[src/rtl/seg7_pkg.sv]
// seg7_pkg
//   Shared definitions for the 7-segment frame decoder:
//   - SEG_* active-low segment patterns, bit order {a,b,c,d,e,f,g}
//   - CODE_BLANK / CODE_BAD nibble codes
//   - output-side state encoding
package seg7_pkg;

  localparam logic [6:0] SEG_0     = 7'b0000001;
  localparam logic [6:0] SEG_1     = 7'b1001111;
  localparam logic [6:0] SEG_2     = 7'b0010010;
  localparam logic [6:0] SEG_3     = 7'b0000110;
  localparam logic [6:0] SEG_4     = 7'b1001100;
  localparam logic [6:0] SEG_5     = 7'b0100100;
  localparam logic [6:0] SEG_6     = 7'b1100000;  // 6 without the top bar
  localparam logic [6:0] SEG_6_ALT = 7'b0100000;  // 6 with the top bar
  localparam logic [6:0] SEG_7     = 7'b0001111;
  localparam logic [6:0] SEG_8     = 7'b0000000;
  localparam logic [6:0] SEG_9     = 7'b0001100;  // 9 without the bottom bar
  localparam logic [6:0] SEG_9_ALT = 7'b0000100;  // 9 with the bottom bar
  localparam logic [6:0] SEG_BLANK = 7'b1111111;

  localparam logic [3:0] CODE_BLANK = 4'hA;
  localparam logic [3:0] CODE_BAD   = 4'hF;

  typedef enum logic {
    OUT_EMPTY = 1'b0,
    OUT_FULL  = 1'b1
  } out_state_e;

endpackage

[src/rtl/seg7_pattern_decode.sv]
// seg7_pattern_decode
//   Combinational decode of one active-low 7-segment pattern to BCD.
//   Ports:
//     seg_i  [6:0]  segments, active-low, {a,b,c,d,e,f,g}
//     bcd_o  [3:0]  decoded digit (CODE_BAD when unrecognised)
//     err_o         pattern not recognised
//   Macro SEG_BLANK_EN: when defined, the all-off pattern is a legal blank
//   digit (CODE_BLANK, no error); otherwise it is treated as unrecognised.
module seg7_pattern_decode
  import seg7_pkg::*;
(
  input  logic [6:0] seg_i,
  output logic [3:0] bcd_o,
  output logic       err_o
);

  always_comb begin
    bcd_o = CODE_BAD;
    err_o = 1'b0;
    case (seg_i)
      SEG_0:            bcd_o = 4'd0;
      SEG_1:            bcd_o = 4'd1;
      SEG_2:            bcd_o = 4'd2;
      SEG_3:            bcd_o = 4'd3;
      SEG_4:            bcd_o = 4'd4;
      SEG_5:            bcd_o = 4'd5;
      SEG_6, SEG_6_ALT: bcd_o = 4'd6;
      SEG_7:            bcd_o = 4'd7;
      SEG_8:            bcd_o = 4'd8;
      SEG_9, SEG_9_ALT: bcd_o = 4'd9;
`ifdef SEG_BLANK_EN
      SEG_BLANK:        bcd_o = CODE_BLANK;
`endif
      default: begin
        bcd_o = CODE_BAD;
        err_o = 1'b1;
      end
    endcase
  end

endmodule

[src/rtl/seg7_frame_decoder.sv]
// seg7_frame_decoder
//   Snoops a multiplexed 7-segment display bus, decodes each stable digit
//   back to BCD, assembles a NUM_DIGITS-wide frame and offers it over a
//   valid/ready handshake.
//   Ports:
//     clk          system clock, rising edge
//     reset        synchronous active-high reset
//     an           digit strobes, active-low (one low = legal)
//     seg          segments, active-low, {a,b,c,d,e,f,g}
//     frame_bcd    digit i at [4i+3:4i]
//     frame_err    bit i = digit i held an unrecognised pattern
//     frame_valid  frame_bcd/frame_err valid, held until accepted
//     frame_ready  consumer accept
//     overrun      sticky: a completed frame was dropped
//   Macro SEG_BLANK_EN selects blank-digit decoding (see seg7_pattern_decode).
module seg7_frame_decoder
  import seg7_pkg::*;
#(
  parameter int NUM_DIGITS    = 4,
  parameter int STABLE_CYCLES = 4
) (
  input  logic                    clk,
  input  logic                    reset,
  input  logic [NUM_DIGITS-1:0]   an,
  input  logic [6:0]              seg,
  output logic [4*NUM_DIGITS-1:0] frame_bcd,
  output logic [NUM_DIGITS-1:0]   frame_err,
  output logic                    frame_valid,
  input  logic                    frame_ready,
  output logic                    overrun
);

  localparam int RW = $clog2(STABLE_CYCLES + 1);
  localparam logic [RW-1:0] RUN_MAX = RW'(STABLE_CYCLES);

  logic [NUM_DIGITS-1:0]   prev_an_q;
  logic [6:0]              prev_seg_q;
  logic [RW-1:0]           run_q, run_d;
  logic [NUM_DIGITS-1:0]   seen_q;
  logic [NUM_DIGITS-1:0][3:0] shadow_bcd_q;
  logic [NUM_DIGITS-1:0]   shadow_err_q;
  logic [4*NUM_DIGITS-1:0] frame_bcd_q, offer_bcd;
  logic [NUM_DIGITS-1:0]   frame_err_q, offer_err;
  logic                    overrun_q;
  out_state_e              state_q, state_d;

  logic [NUM_DIGITS-1:0] sel;
  logic                  onehot, same, capture, complete, load;
  logic [3:0]            dec_bcd;
  logic                  dec_err;

  seg7_pattern_decode u_decode (
    .seg_i (seg),
    .bcd_o (dec_bcd),
    .err_o (dec_err)
  );

  assign sel    = ~an;
  assign onehot = $onehot(sel);
  assign same   = (an == prev_an_q) && (seg == prev_seg_q);

  // Run length of the current (an,seg) pair. Capture fires on the cycle
  // the run first reaches RUN_MAX; a saturated run (same && run_q==MAX)
  // is the same dwell and must not capture again.
  always_comb begin
    run_d   = '0;
    capture = 1'b0;
    if (onehot) begin
      if (same) begin
        run_d = (run_q == RUN_MAX) ? RUN_MAX : run_q + RW'(1);
      end else begin
        run_d = RW'(1);
      end
      capture = (run_d == RUN_MAX) && !(same && (run_q == RUN_MAX));
    end
  end

  assign complete = capture && (&(seen_q | sel));

  // Frame offered on completion includes the digit captured this cycle.
  for (genvar gi = 0; gi < NUM_DIGITS; gi++) begin : g_digit
    assign offer_bcd[4*gi +: 4] = (capture && sel[gi]) ? dec_bcd : shadow_bcd_q[gi];
    assign offer_err[gi]        = (capture && sel[gi]) ? dec_err : shadow_err_q[gi];

    always_ff @(posedge clk) begin
      if (reset) begin
        shadow_bcd_q[gi] <= 4'h0;
        shadow_err_q[gi] <= 1'b0;
      end else if (capture && sel[gi]) begin
        shadow_bcd_q[gi] <= dec_bcd;
        shadow_err_q[gi] <= dec_err;
      end
    end
  end

  // Output side: a completed frame loads if the register is empty or is
  // being emptied by an accept in the same cycle; otherwise it is dropped.
  always_comb begin
    state_d = state_q;
    load    = complete && ((state_q == OUT_EMPTY) || frame_ready);
    case (state_q)
      OUT_EMPTY: if (load) state_d = OUT_FULL;
      OUT_FULL:  if (!load && frame_ready) state_d = OUT_EMPTY;
      default:   state_d = OUT_EMPTY;
    endcase
  end

  always_ff @(posedge clk) begin
    if (reset) begin
      prev_an_q   <= '0;
      prev_seg_q  <= '0;
      run_q       <= '0;
      seen_q      <= '0;
      frame_bcd_q <= '0;
      frame_err_q <= '0;
      overrun_q   <= 1'b0;
      state_q     <= OUT_EMPTY;
    end else begin
      prev_an_q  <= an;
      prev_seg_q <= seg;
      run_q      <= run_d;
      state_q    <= state_d;
      if (complete) begin
        seen_q <= '0;
      end else if (capture) begin
        seen_q <= seen_q | sel;
      end
      if (load) begin
        frame_bcd_q <= offer_bcd;
        frame_err_q <= offer_err;
      end else if (complete) begin
        overrun_q <= 1'b1;
      end
    end
  end

  assign frame_bcd   = frame_bcd_q;
  assign frame_err   = frame_err_q;
  assign frame_valid = (state_q == OUT_FULL);
  assign overrun     = overrun_q;

endmodule

[config.mk]
export PLATFORM = sky130hd
export DESIGN_NAME = seg7_frame_decoder
export DESIGN_NICKNAME = d
export VERILOG_FILES = /design/src/rtl/seg7_pkg.sv /design/src/rtl/seg7_pattern_decode.sv /design/src/rtl/seg7_frame_decoder.sv
export SDC_FILE = /design/constraint.sdc
export NUM_CORES = 1
export LEC_CHECK = 0
export ABC_CLOCK_PERIOD_IN_PS = 6700
export CORE_ASPECT_RATIO = 0.8
export CORE_UTILIZATION = 55
export DETAILED_ROUTE_END_ITERATION = 10
export PLACE_DENSITY = 0.84
export SKIP_CTS_REPAIR_TIMING = 1
export SYNTH_ARGS = -nofsm -noshare
export SYNTH_HDL_FRONTEND = slang
export SYNTH_HIERARCHICAL = 1
export SYNTH_SLANG_ARGS = --single-unit
[constraint.sdc]
create_clock -name clk -period 6.7 [get_ports clk]
set_clock_uncertainty 0.05 [all_clocks]
set_input_delay 1.34 -clock clk [delete_from_list [all_inputs] [get_ports clk]]
set_output_delay 1.34 -clock clk [all_outputs]
set_load 0.1 [all_outputs]
== Word-level counts from Yosys, hierarchy flattened ==
Cells that the tools add are included.
Cells by class
  $add $sub $neg: 4
  eq/ne operators: 16
  multiplexer cells: 17
  bitwise gates (word level): 5
  reductions and logical operators: 21
Operators with widths (number)
  4-bit one-hot mux with 10 select lines: 1
  7-bit equality test, second input constant: 3
  4-bit 2-to-1 mux: 4
  7-bit by 3-bit equality test with 1-bit output, second input constant: 2
  7-bit by 4-bit equality test with 1-bit output, second input constant: 2
  7-bit by 6-bit equality test with 1-bit output, second input constant: 2
  12-bit OR reduction: 1
  1-bit logical AND: 10
  3-bit 2-to-1 mux: 3
  1-bit 2-to-1 mux: 8
  2-bit OR reduction: 4
  7-bit by 1-bit equality test with 1-bit output, second input constant: 1
  7-bit by 5-bit equality test with 1-bit output, second input constant: 1
  7-bit equality test: 1
  7-bit zero test: 1
  3-bit equality test, second input constant: 2
  1-bit by 1-bit adder with 2-bit output: 2
  4-bit equality test: 1
  4-bit NOT: 1
  4-bit OR: 1
  4-bit AND reduction: 1
  2-bit by 2-bit adder with 3-bit output: 1
  3-bit by 1-bit adder with 3-bit output, second input constant: 1
  3-bit by 1-bit equality test with 1-bit output, second input constant: 1
  other kinds (5): 8
Storage, ports and cells
  flip-flop bits (word level): 60
  bits of input ports: 14
  output and inout bits: 22
  logic and storage cells: 79

== Longest topological paths before layout ==
Gate-level depths: netlist of the first run.
  word-level depth: 14
  mapped depth: 11
  depth with buffers taken out: 9

== Modules after synthesis ==
The synthesis of the first run kept the hierarchy.
Modules (own cells, without submodules)
  seg7_frame_decoder: times used 1, cells an instance 309, area each 2876.5 um^2
  seg7_pattern_decode: times used 1, cells an instance 43, area each 310.3 um^2

== Worst setup path before layout of the first run ==
OpenSTA, ideal clock, no wires.
  kind: input port to flip-flop
  start: in an[0]
  end: reg frame_err_q[0], in the netlist frame_err[0]
  library setup time: 0.086 ns
  arrival time: 3.831 ns
  required time: 6.564 ns
  path slack: 2.733 ns
  stages on the path: 11
  path buffers: 2
  cells stage by stage: fa_1 > inv_1 > ha_1 > ha_1 > nor3b_2 > clkbuf_1 > clkbuf_1 > o2111ai_1 > nor4_1 > a21oi_1 > a211oi_1
Between the ends
  word-level cells in the longest chain between the ends: 9
  elaborated cells between the ends (all ways): 19
Ends and longest elaborated chain
  from (decl): RTL line seg7_frame_decoder.sv:24  | input logic [NUM_DIGITS-1:0] an,
  4-bit equality test: RTL line seg7_frame_decoder.sv:60  | assign same = (an == prev_an_q) && (seg == prev_seg_q);
  1-bit logical AND: RTL line seg7_frame_decoder.sv:60
  3-bit 2-to-1 mux: RTL line seg7_frame_decoder.sv:69  | if (same) begin
  3-bit 2-to-1 mux: RTL line seg7_frame_decoder.sv:68  | if (onehot) begin
  3-bit equality test: RTL line seg7_frame_decoder.sv:74  | capture = (run_d == RUN_MAX) && !(same && (run_q == RUN_MAX));
  1-bit logical AND: RTL line seg7_frame_decoder.sv:74
  1-bit 2-to-1 mux: RTL line seg7_frame_decoder.sv:68
  1-bit logical AND, on equally long branches: RTL line seg7_frame_decoder.sv:83, seg7_frame_decoder.sv:78
  1-bit 2-to-1 mux or 1-bit logical AND (tied branches)
  to (signal assigned): RTL line seg7_frame_decoder.sv:130  | frame_err_q <= offer_err;
  to (decl): RTL line seg7_frame_decoder.sv:43  | logic [NUM_DIGITS-1:0] frame_err_q, offer_err;
Several ways; a longest one is shown, not always the timed one. The select of a mux whose other input is x is not followed.
A chain may end at the register's enable or synchronous reset.

== Final worst setup path of the first run ==
  start: in an[1]
  end: reg frame_err_q[2], in the netlist frame_err[2]
The elaborated chain is that of the path after synthesis.

==> flow_summary.yaml, run 1 <==
critical_path:
  cp-end-kind: "register"
  slowest_delay_ns: 1.15
  path_cells: "clkdlybuf4s50_1 -> fa_1 -> inv_1 -> ha_1 -> ha_1 -> nor3b_2 -> buf_4 -> o211ai_1 -> nor4b_4 -> a211oi_1"
  crit_slowest_cell: "nor4b_4"
  startpoint_type: "input pin"
  critPathKind: "in2reg"
  arrival_ns: 5.09
  r2r-end: "frame_err[2]"
  cp.required_ns: 6.82
  reg2regPathDepth: 6
  rrSetupSlack_ns: 3.32
  crit_top_cell: "ha_1"
  cp_max_fo: 24
  cp_top_family: "simple AND/OR/NAND/NOR gates"
  worst_r2r_startpoint: "run_q[0]"
  path_buf_inv: 3
sta:
  slew_headroom_pct: 15.3
  period_share_pct: 74.3
  final-max-slew-violation-count: 0
  hold_violations: 0
  period_minus_slack_ns: 4.98
  setup_viol: 0
  finalWorstSetupSlack_ns: 1.72
  fmax_ghz: 0.201
  rsz0062_at_grt: "false"
  fin_tns_setup_ns: 0
  worst_slew_pin_slew_ns: 1.26
layout:
  final_util_pct: 66.3
  drive_gt1_share_pct: 12.5
  nFillCells: 490
  seqCellArea_um2: 1200
  final_area_um2: 3670
  syn2layout_area_growth_pct: 15.0
  multiInputGateArea_um2: 1790
  num_antenna_cells: 0
  nets: 390
routing:
  drt_iter0_markers: 357
  vias_per_cell: 6.09
  vias: 2764
  route.met3.wl_um: 439
  first_pass_iters: 5
  wirelength_mm: 7.10
  top_layer: "met4"
  wl_met2_mm: 3.25
  wl_per_cell_um: 15.6
  drc: 0
  ant_nets: 0
  wl_met1_mm: 3.25
logic_synthesis:
  async_flop_share_pct: 0
  synth-seq-area-share_pct: 37.7
  syn_inst: 352
  ys.flop_type: "dfxtp_1"
  yosysUniqueCellTypes: 55
  ys_ff_latch: 60
  netlist_area_um2: 3190
  synth_nets: 371
  syn_area_per_cell_um2: 9.05
  synth_edf_count: 0
  yosysWarnings: 6
floorplanning:
  die_h_um: 70.1
  start_util_pct: 57.7
  die-area_um2: 6100
  io-pin-count: 36
  die_w_um: 87.1
  rows: 24
  core_area_um2: 5530
hold_path:
  min_to: "seen_q[2]"
  min-delay-start: "seen_q[2]"
  hold_depth: 1
  min_path_type: "reg2reg"
place:
  post-dp-hpwl_mm: 4.72
  dpl_cell_area_um2: 3500
  gp_congestion: 0.846
  place_ws_ns: 1.41
  io_buffer_count: 35
pwr:
  total_power_uw: 731
  powerDensity_nw_per_um2: 199
  max-vdd-ir-drop_uv: 159
  total_leakage_power_nw: 1.17
clocking:
  cts_made_buffers: 9
  clockBufferDepth: 2
  clk_pin_slew_ns: 0.07
  tritoncts: "done"
  clkSinkCount: 60
  htree_num_levels: 3
  cts_root_buffer: "clkbuf_8"
  clk_latency_ns: 0.35
global_routing:
  antenna_found_initial: 0
  grt_pass1_wl_mm: 12.2
  overflow: 0
  grt_pass1_vias: 2508
  grt_start_max_net_pins: 58
  grt.total_usage_pct: 25.9
outcome:
  status: "completed"
job:
  cap_viol_max_count: 0
[layout by cell type, fill, tap and decap left out, drive strengths merged, types with 7 or more instances in the layout]
cell,Yosys,final
dfxtp,60,60
a21oi,48,48
clkdlybuf4s50,0,34
nor2,32,32
nor2b,26,26
o2111ai,23,23
nor4,23,23
a211oi,21,21
xnor2,12,12
clkbuf,20,9
inv,8,8
and2b,7,7
nor3,7,7
[state kept, by name, indices dropped and copies added (netlist names)]
name and flops:
frame_bcd 16, shadow_bcd_q 16, prev_seg_q 7, frame_err 4, prev_an_q 4, seen_q 4
shadow_err_q 4, run_q 3, frame_valid 1, overrun 1
[area by class of cell]
cell class,instances,share of cell area [%]
tap,78,2.66
timing repair buffer,40,10.4
inverter,8,0.819
clock inverter,7,1.19
sequential,60,32.8
multi-input combinational,252,48.7
clock buffer,9,3.38
[how the worst max path moves through the flow]
| stage | startpoint | endpoint | slack, ns | cells past startpoint |
|---|---|---|---|---|
| 2_1_floorplan | an[0] | frame_err[0] | 2.73 | 11 |
| 3_3_place_gp | an[1] | frame_bcd[13] | 1.55 | 10 |
| 3_5_place_dp | an[1] | frame_err[2] | 1.41 | 10 |
| 4_1_cts | an[1] | frame_err[2] | 1.74 | 10 |
| 5_1_grt | an[1] | frame_err[2] | 1.42 | 10 |
| 6_report | an[1] | frame_err[2] | 1.72 | 10 |
[Yosys cell counts (2+ instances only)]
master / count / area (um^2)
buf_6: 4 / 45.0
or4_1: 5 / 37.5
nand2_1: 6 / 22.5
xnor2_1: 9 / 78.8
clkbuf_1: 19 / 71.3
nand2b_1: 5 / 31.3
xnor2_2: 3 / 48.8
nor2b_1: 26 / 163
nor2_1: 32 / 120
ha_1: 4 / 50.1
buf_4: 3 / 22.5
and2b_1: 7 / 52.6
dfxtp_1: 60 / 1200
buf_1: 2 / 7.51
nor3b_2: 2 / 25.0
buf_2: 3 / 15.0
nor3_1: 7 / 35.0
inv_1: 8 / 30.0
o21a_1: 2 / 15.0
nor4_1: 22 / 138
a21oi_1: 48 / 240
a211oi_1: 11 / 82.6
o2111ai_1: 23 / 201
a211oi_2: 10 / 125
[per-stage QoR]
stage                     instances  hold slack, ns
final                           454           0.412
after global routing            454           0.417
after CTS                       454           0.414
after detailed placement        438           0.399
after global placement          438           0.392
after floorplan                 352           0.382
[where the power goes]
group	switching, mW	internal, mW	total [mW]
clock network	0.148	0.131	0.280
registers	0.00234	0.361	0.363
logic	0.0573	0.0310	0.0882
[cells by family after synthesis]
group,share of synthesized area [%]
simple gates,24.7
mux,0.314
flops,37.7
compound gates,24.9
buf+inv,6.24
fa+ha+maj,2.20
xor+xnor,4.00
[layer usage]
metal	global-route usage, %	vias up
met4	11.3	0
met1	36.0	1299
met5	0	-
li1	-	1352
met2	37.6	93
met3	6.97	20
No activity file was read; power rests on OpenSTA's default activity.
==> run 2: changes to the inputs <==
- ABC_CLOCK_PERIOD_IN_PS: 6700 -> 4750
- clock period: 6.7 -> 4.75 ns (I/O delays scaled with it)
==> flow_summary.yaml, run 2 (same netlist as run 1, synthesis figures left out) <==
pwr:
  seqPwrFrac_pct: 44.2
  total_leakage_power_nw: 1.22
  power_frac_comb_pct: 11.2
  intPower_uw: 852
  power.clock.fraction_pct: 44.6
  switchingPower_uw: 306
  powerDensity_nw_per_um2: 308
  p_sw_share_pct: 26.4
  max-vdd-ir-drop_uv: 261
floorplanning:
  die-area_um2: 6100
  die_w_um: 87.1
  io-pin-count: 36
  core_area_um2: 5530
  die_h_um: 70.1
  rows: 24
  start_util_pct: 57.7
sta:
  slew_headroom_pct: 25.3
  rsz0062_at_grt: "false"
  hold_violations: 0
  setup_viol: 0
  period_minus_slack_ns: 3.91
  period_share_pct: 82.4
  hold_ws_ns: 0.431
  fin_tns_setup_ns: 0
  fmax_ghz: 0.256
  final-max-slew-violation-count: 0
  worst_slew_pin_slew_ns: 1.12
layout:
  num_antenna_cells: 0
  nets: 395
  final_util_pct: 68.0
  nFillCells: 459
  drive_gt1_share_pct: 13.6
  layout_commonest_cell: "dfxtp_1"
  syn2layout_area_growth_pct: 17.9
  final_cell_mix: "dfxtp_1 (60), a21oi_1 (48), clkdlybuf4s50_1 (34), nor2_1 (32), nor2b_1 (26)"
critical_path:
  critPathKind: "in2reg"
  reg2regPathDepth: 8
  cp-end-kind: "register"
  arrival_ns: 4.13
  startpoint_type: "input pin"
  rrSetupSlack_ns: 1.85
  r2r-end: "frame_bcd[0]"
  cp_max_fo: 24
  cp.required_ns: 4.96
  startpoint: "an[0]"
  worst_r2r_startpoint: "run_q[0]"
  endpoint: "frame_bcd[0]"
clocking:
  clk_latency_ns: 0.35
  clk_pin_slew_ns: 0.07
  clkSinkCount: 60
  clockBufferDepth: 2
  htree_num_levels: 3
  tritoncts: "done"
  cts_made_buffers: 9
  cts_root_buffer: "clkbuf_8"
place:
  gp_congestion: 0.807
  post-dp-hpwl_mm: 5.02
  io_buffer_count: 35
job:
  cap_viol_max_count: 0
hold_path:
  min_path_type: "reg2reg"
routing:
  vias_per_cell: 6.15
  vias: 2822
  ant_nets: 0
  wl_per_cell_um: 16.8
  wirelength_mm: 7.72
  drc: 0
  first_pass_iters: 5
  drt_iter0_markers: 357
outcome:
  status: "completed"
global_routing:
  grt.total_usage_pct: 27.6
  grt_start_max_net_pins: 58
  grt_pass1_vias: 2677
  grt_pass1_wl_mm: 13.0
  grt.met3_usage_pct: 8.87
  grt.busiest_layer: "met2"
  antenna_found_initial: 0
  overflow: 0
  met1_usage_pct: 36.2
  use_met2_pct: 44.0
==> run 2: cell types whose count changed in the layout (fill, tap and decap cells not counted) <==
cell	change
buf_4	+5
bufinv_16	+2
clkinv_2	-3
clkinv_4	+1
clkinvlp_4	-1
inv_6	+1
==> run 2: cell type report <==
cell class	count	area (um^2)	area share, %
flip-flops and latches	60	1200	32.0
well taps	78	97.6	2.60
multi-input cells	252	1790	47.5
repair buffers	45	420	11.2
clock buffers	9	124	3.30
clock inverters	7	98.8	2.63
inverters	8	30.0	0.799
==> run 2: worst min path at each step <==
stage / startpoint / to / slack, ns / cells after the start
finish: shadow_bcd_q[4] / shadow_bcd_q[4] / 0.43 / 2
global route: seen_q[2] / seen_q[2] / 0.45 / 1
CTS: shadow_bcd_q[4] / shadow_bcd_q[4] / 0.43 / 2
detailed placement: overrun / overrun / 0.41 / 2
global placement: seen_q[2] / seen_q[2] / 0.39 / 1
floorplan: seen_q[2] / seen_q[2] / 0.38 / 1
==> run 2: stage by stage <==
| step | instance area, um^2 | std cells | setup WS (ns) | power (mW) |
|---|---|---|---|---|
| CTS | 3760 | 459 | 0.860 | 1.16 |
| floorplan | 3190 | 352 | 1.17 | 0.617 |
| global placement | 3540 | 443 | 0.596 | 0.645 |
| detailed placement | 3540 | 443 | 0.506 | 0.649 |
| finish | 3760 | 459 | 0.836 | 1.16 |
| global route | 3760 | 459 | 0.599 | 1.20 |
==> run 2: power groups by stage <==
| stage | Clock [mW] | Sequential [mW] | Combinational, mW |
|---|---|---|---|
| finish | 0.517 | 0.512 | 0.129 |
| global route | 0.546 | 0.512 | 0.141 |
| CTS | 0.520 | 0.512 | 0.127 |
| detailed placement | 0 | 0.524 | 0.126 |
| global placement | 0 | 0.523 | 0.121 |
| floorplan | 0 | 0.523 | 0.0939 |
==> run 2: per-layer routing <==
metal | vias up | share of wire, %
met2 | 103 | 48
met5 | - | 0
li1 | 1359 | -
met3 | 11 | 6.9
met1 | 1349 | 44
met4 | 0 | 1.2
==> run 2: worst max-delay path: stages <==
cell and delay, ns:
clkdlybuf4s50_1 0.45, fa_1 0.54, inv_1 0.05, ha_1 0.18
ha_1 0.30, nor3b_2 0.18, buf_4 0.28, o211ai_1 0.27
nor4_4 0.27, buf_4 0.31, a21oi_1 0.15, a211oi_2 0.20
==> run 3: changes to the inputs <==
- ABC_CLOCK_PERIOD_IN_PS: 4750 -> 3700
- clock period: 4.75 -> 3.7 ns (I/O delays scaled with it)
==> flow_summary.yaml, run 3 (same netlist as run 1, synthesis figures left out) <==
outcome:
  status: "completed"
floorplanning:
  rows: 24
  die_h_um: 70.1
  core_area_um2: 5530
  die-area_um2: 6100
  die_w_um: 87.1
  start_util_pct: 57.7
  io-pin-count: 36
clocking:
  clkSinkCount: 60
  htree_num_levels: 3
  cts_root_buffer: "clkbuf_8"
  clk_latency_ns: 0.34
  clk_pin_slew_ns: 0.07
  clockBufferDepth: 2
  tritoncts: "done"
  cts_made_buffers: 9
pwr:
  power.clock.fraction_pct: 41.5
  max-vdd-ir-drop_uv: 299
  powerDensity_nw_per_um2: 370
  seqPwrFrac_pct: 46.2
  intPower_mw: 1.05
  total_power_mw: 1.42
  switchingPower_uw: 377
  total_leakage_power_nw: 1.27
  p_sw_share_pct: 26.4
  power_frac_comb_pct: 12.3
routing:
  vias: 2804
  wirelength_mm: 7.47
  wl_per_cell_um: 15.9
  top_layer: "met4"
  wl_met1_mm: 3.46
  wl_met2_mm: 3.49
  ant_nets: 0
  drc: 0
  route.met3.wl_um: 457
  first_pass_iters: 4
  vias_per_cell: 5.98
  drt_iter0_markers: 312
sta:
  worst_slew_pin_slew_ns: 1.11
  slew_headroom_pct: 25.7
  period_minus_slack_ns: 3.58
  final-max-slew-violation-count: 0
  fmax_ghz: 0.280
  hold_violations: 0
  period_share_pct: 96.7
  rsz0062_at_grt: "true"
  setup_viol: 0
place:
  dpl_cell_area_um2: 3630
  post-dp-hpwl_mm: 5.24
  gp_congestion: 0.848
  io_buffer_count: 35
layout:
  final_cell_mix: "dfxtp_1 (60), a21oi_1 (47), clkdlybuf4s50_1 (34), nor2_1 (32), nor2b_1 (26)"
  nets: 405
  final_area_um2: 3850
  multiInputGateArea_um2: 1800
  drive_gt1_share_pct: 16.6
  syn2layout_area_growth_pct: 20.9
  seqCellArea_um2: 1200
  num_antenna_cells: 0
  nFillCells: 453
  layout_commonest_cell: "dfxtp_1"
critical_path:
  crit_top_cell: "ha_1"
  path_cells: "clkdlybuf4s50_1 -> fa_1 -> inv_1 -> ha_1 -> ha_1 -> nor3b_2 -> buf_4 -> o2111ai_1 -> or4_1 -> a21oi_1 -> a211oi_2"
  slowest_delay_ns: 0.55
  path_buf_inv: 3
  crit_slowest_cell: "fa_1"
  startpoint_type: "input pin"
  arrival_ns: 3.70
  cp.required_ns: 3.83
  critPathKind: "in2reg"
  cp_top_family: "adder cells"
  cp-end-kind: "register"
  cp_max_fo: 13
global_routing:
  grt_pass1_vias: 2636
  grt.total_usage_pct: 26.4
  grt_pass1_wl_mm: 12.7
  antenna_found_initial: 0
  grt_start_max_net_pins: 58
  overflow: 0
hold_path:
  min_path_type: "reg2reg"
job:
  cap_viol_max_count: 0
-- run 3: cell count changes in the layout (fill, tap and decap cells not counted), moves of 2 or more --
cell,delta
buf_4,+7
buf_12,+2
or4_4,+2
or4_1,-2
-- run 3: layout make-up --
type	instances	area share, %
clock inverter	6	1.66
clock buffer	10	3.57
timing repair buffer	55	13.6
inverter	8	0.779
sequential	60	31.2
multi-input combinational	252	46.7
tap	78	2.53
-- run 3: power by group through the flow --
| stage | clock network (mW) | registers [mW] | logic [mW] |
|---|---|---|---|
| 3_3_place_gp | 0 | 0.672 | 0.167 |
| 5_1_grt | 0.629 | 0.658 | 0.191 |
| 4_1_cts | 0.601 | 0.658 | 0.173 |
| 6_report | 0.592 | 0.658 | 0.175 |
| 2_1_floorplan | 0 | 0.672 | 0.121 |
| 3_5_place_dp | 0 | 0.672 | 0.173 |
-- run 3: layer usage --
layer | vias up | global-route usage [%]
met4 | 0 | 6.92
met5 | - | 0
met3 | 8 | 5.67
li1 | 1382 | -
met1 | 1333 | 37.0
met2 | 81 | 41.2
-- run 3: metrics by stage --
step                utilization (%)  setup slack (ns)  setup TNS (ns)  std cells  hold slack [ns]
floorplan                         -             0.333               0        352            0.382
global placement               65.7            -0.159           -3.34        452            0.395
detailed placement             65.7            -0.234           -7.31        452            0.402
CTS                            69.3             0.121               0        468            0.420
global route                   69.7           -0.0360          -0.120        469            0.440
finish                         69.7             0.123               0        469            0.420
-- run 3: final timing paths --
path,start,end,slack (ns),cells after the start
worst max-delay path,an[0],frame_bcd[6],0.12,11
worst min-delay path,seen_q[2],seen_q[2],0.42,1
worst max register to register,run_q[0],frame_err[1],0.97,8
worst min register to register,seen_q[2],seen_q[2],0.42,1
-- run 3: worst register-to-register path: cells and delay by family (launching register included) --
kind / cells / cell delay [ns]
flip-flops: 1 / 0.37
buffers and inverters: 3 / 0.49
AND/OR/NAND/NOR: 2 / 1.01
AO/OA/AOI/OAI: 2 / 0.42
adder cells (fa/ha/maj): 1 / 0.23
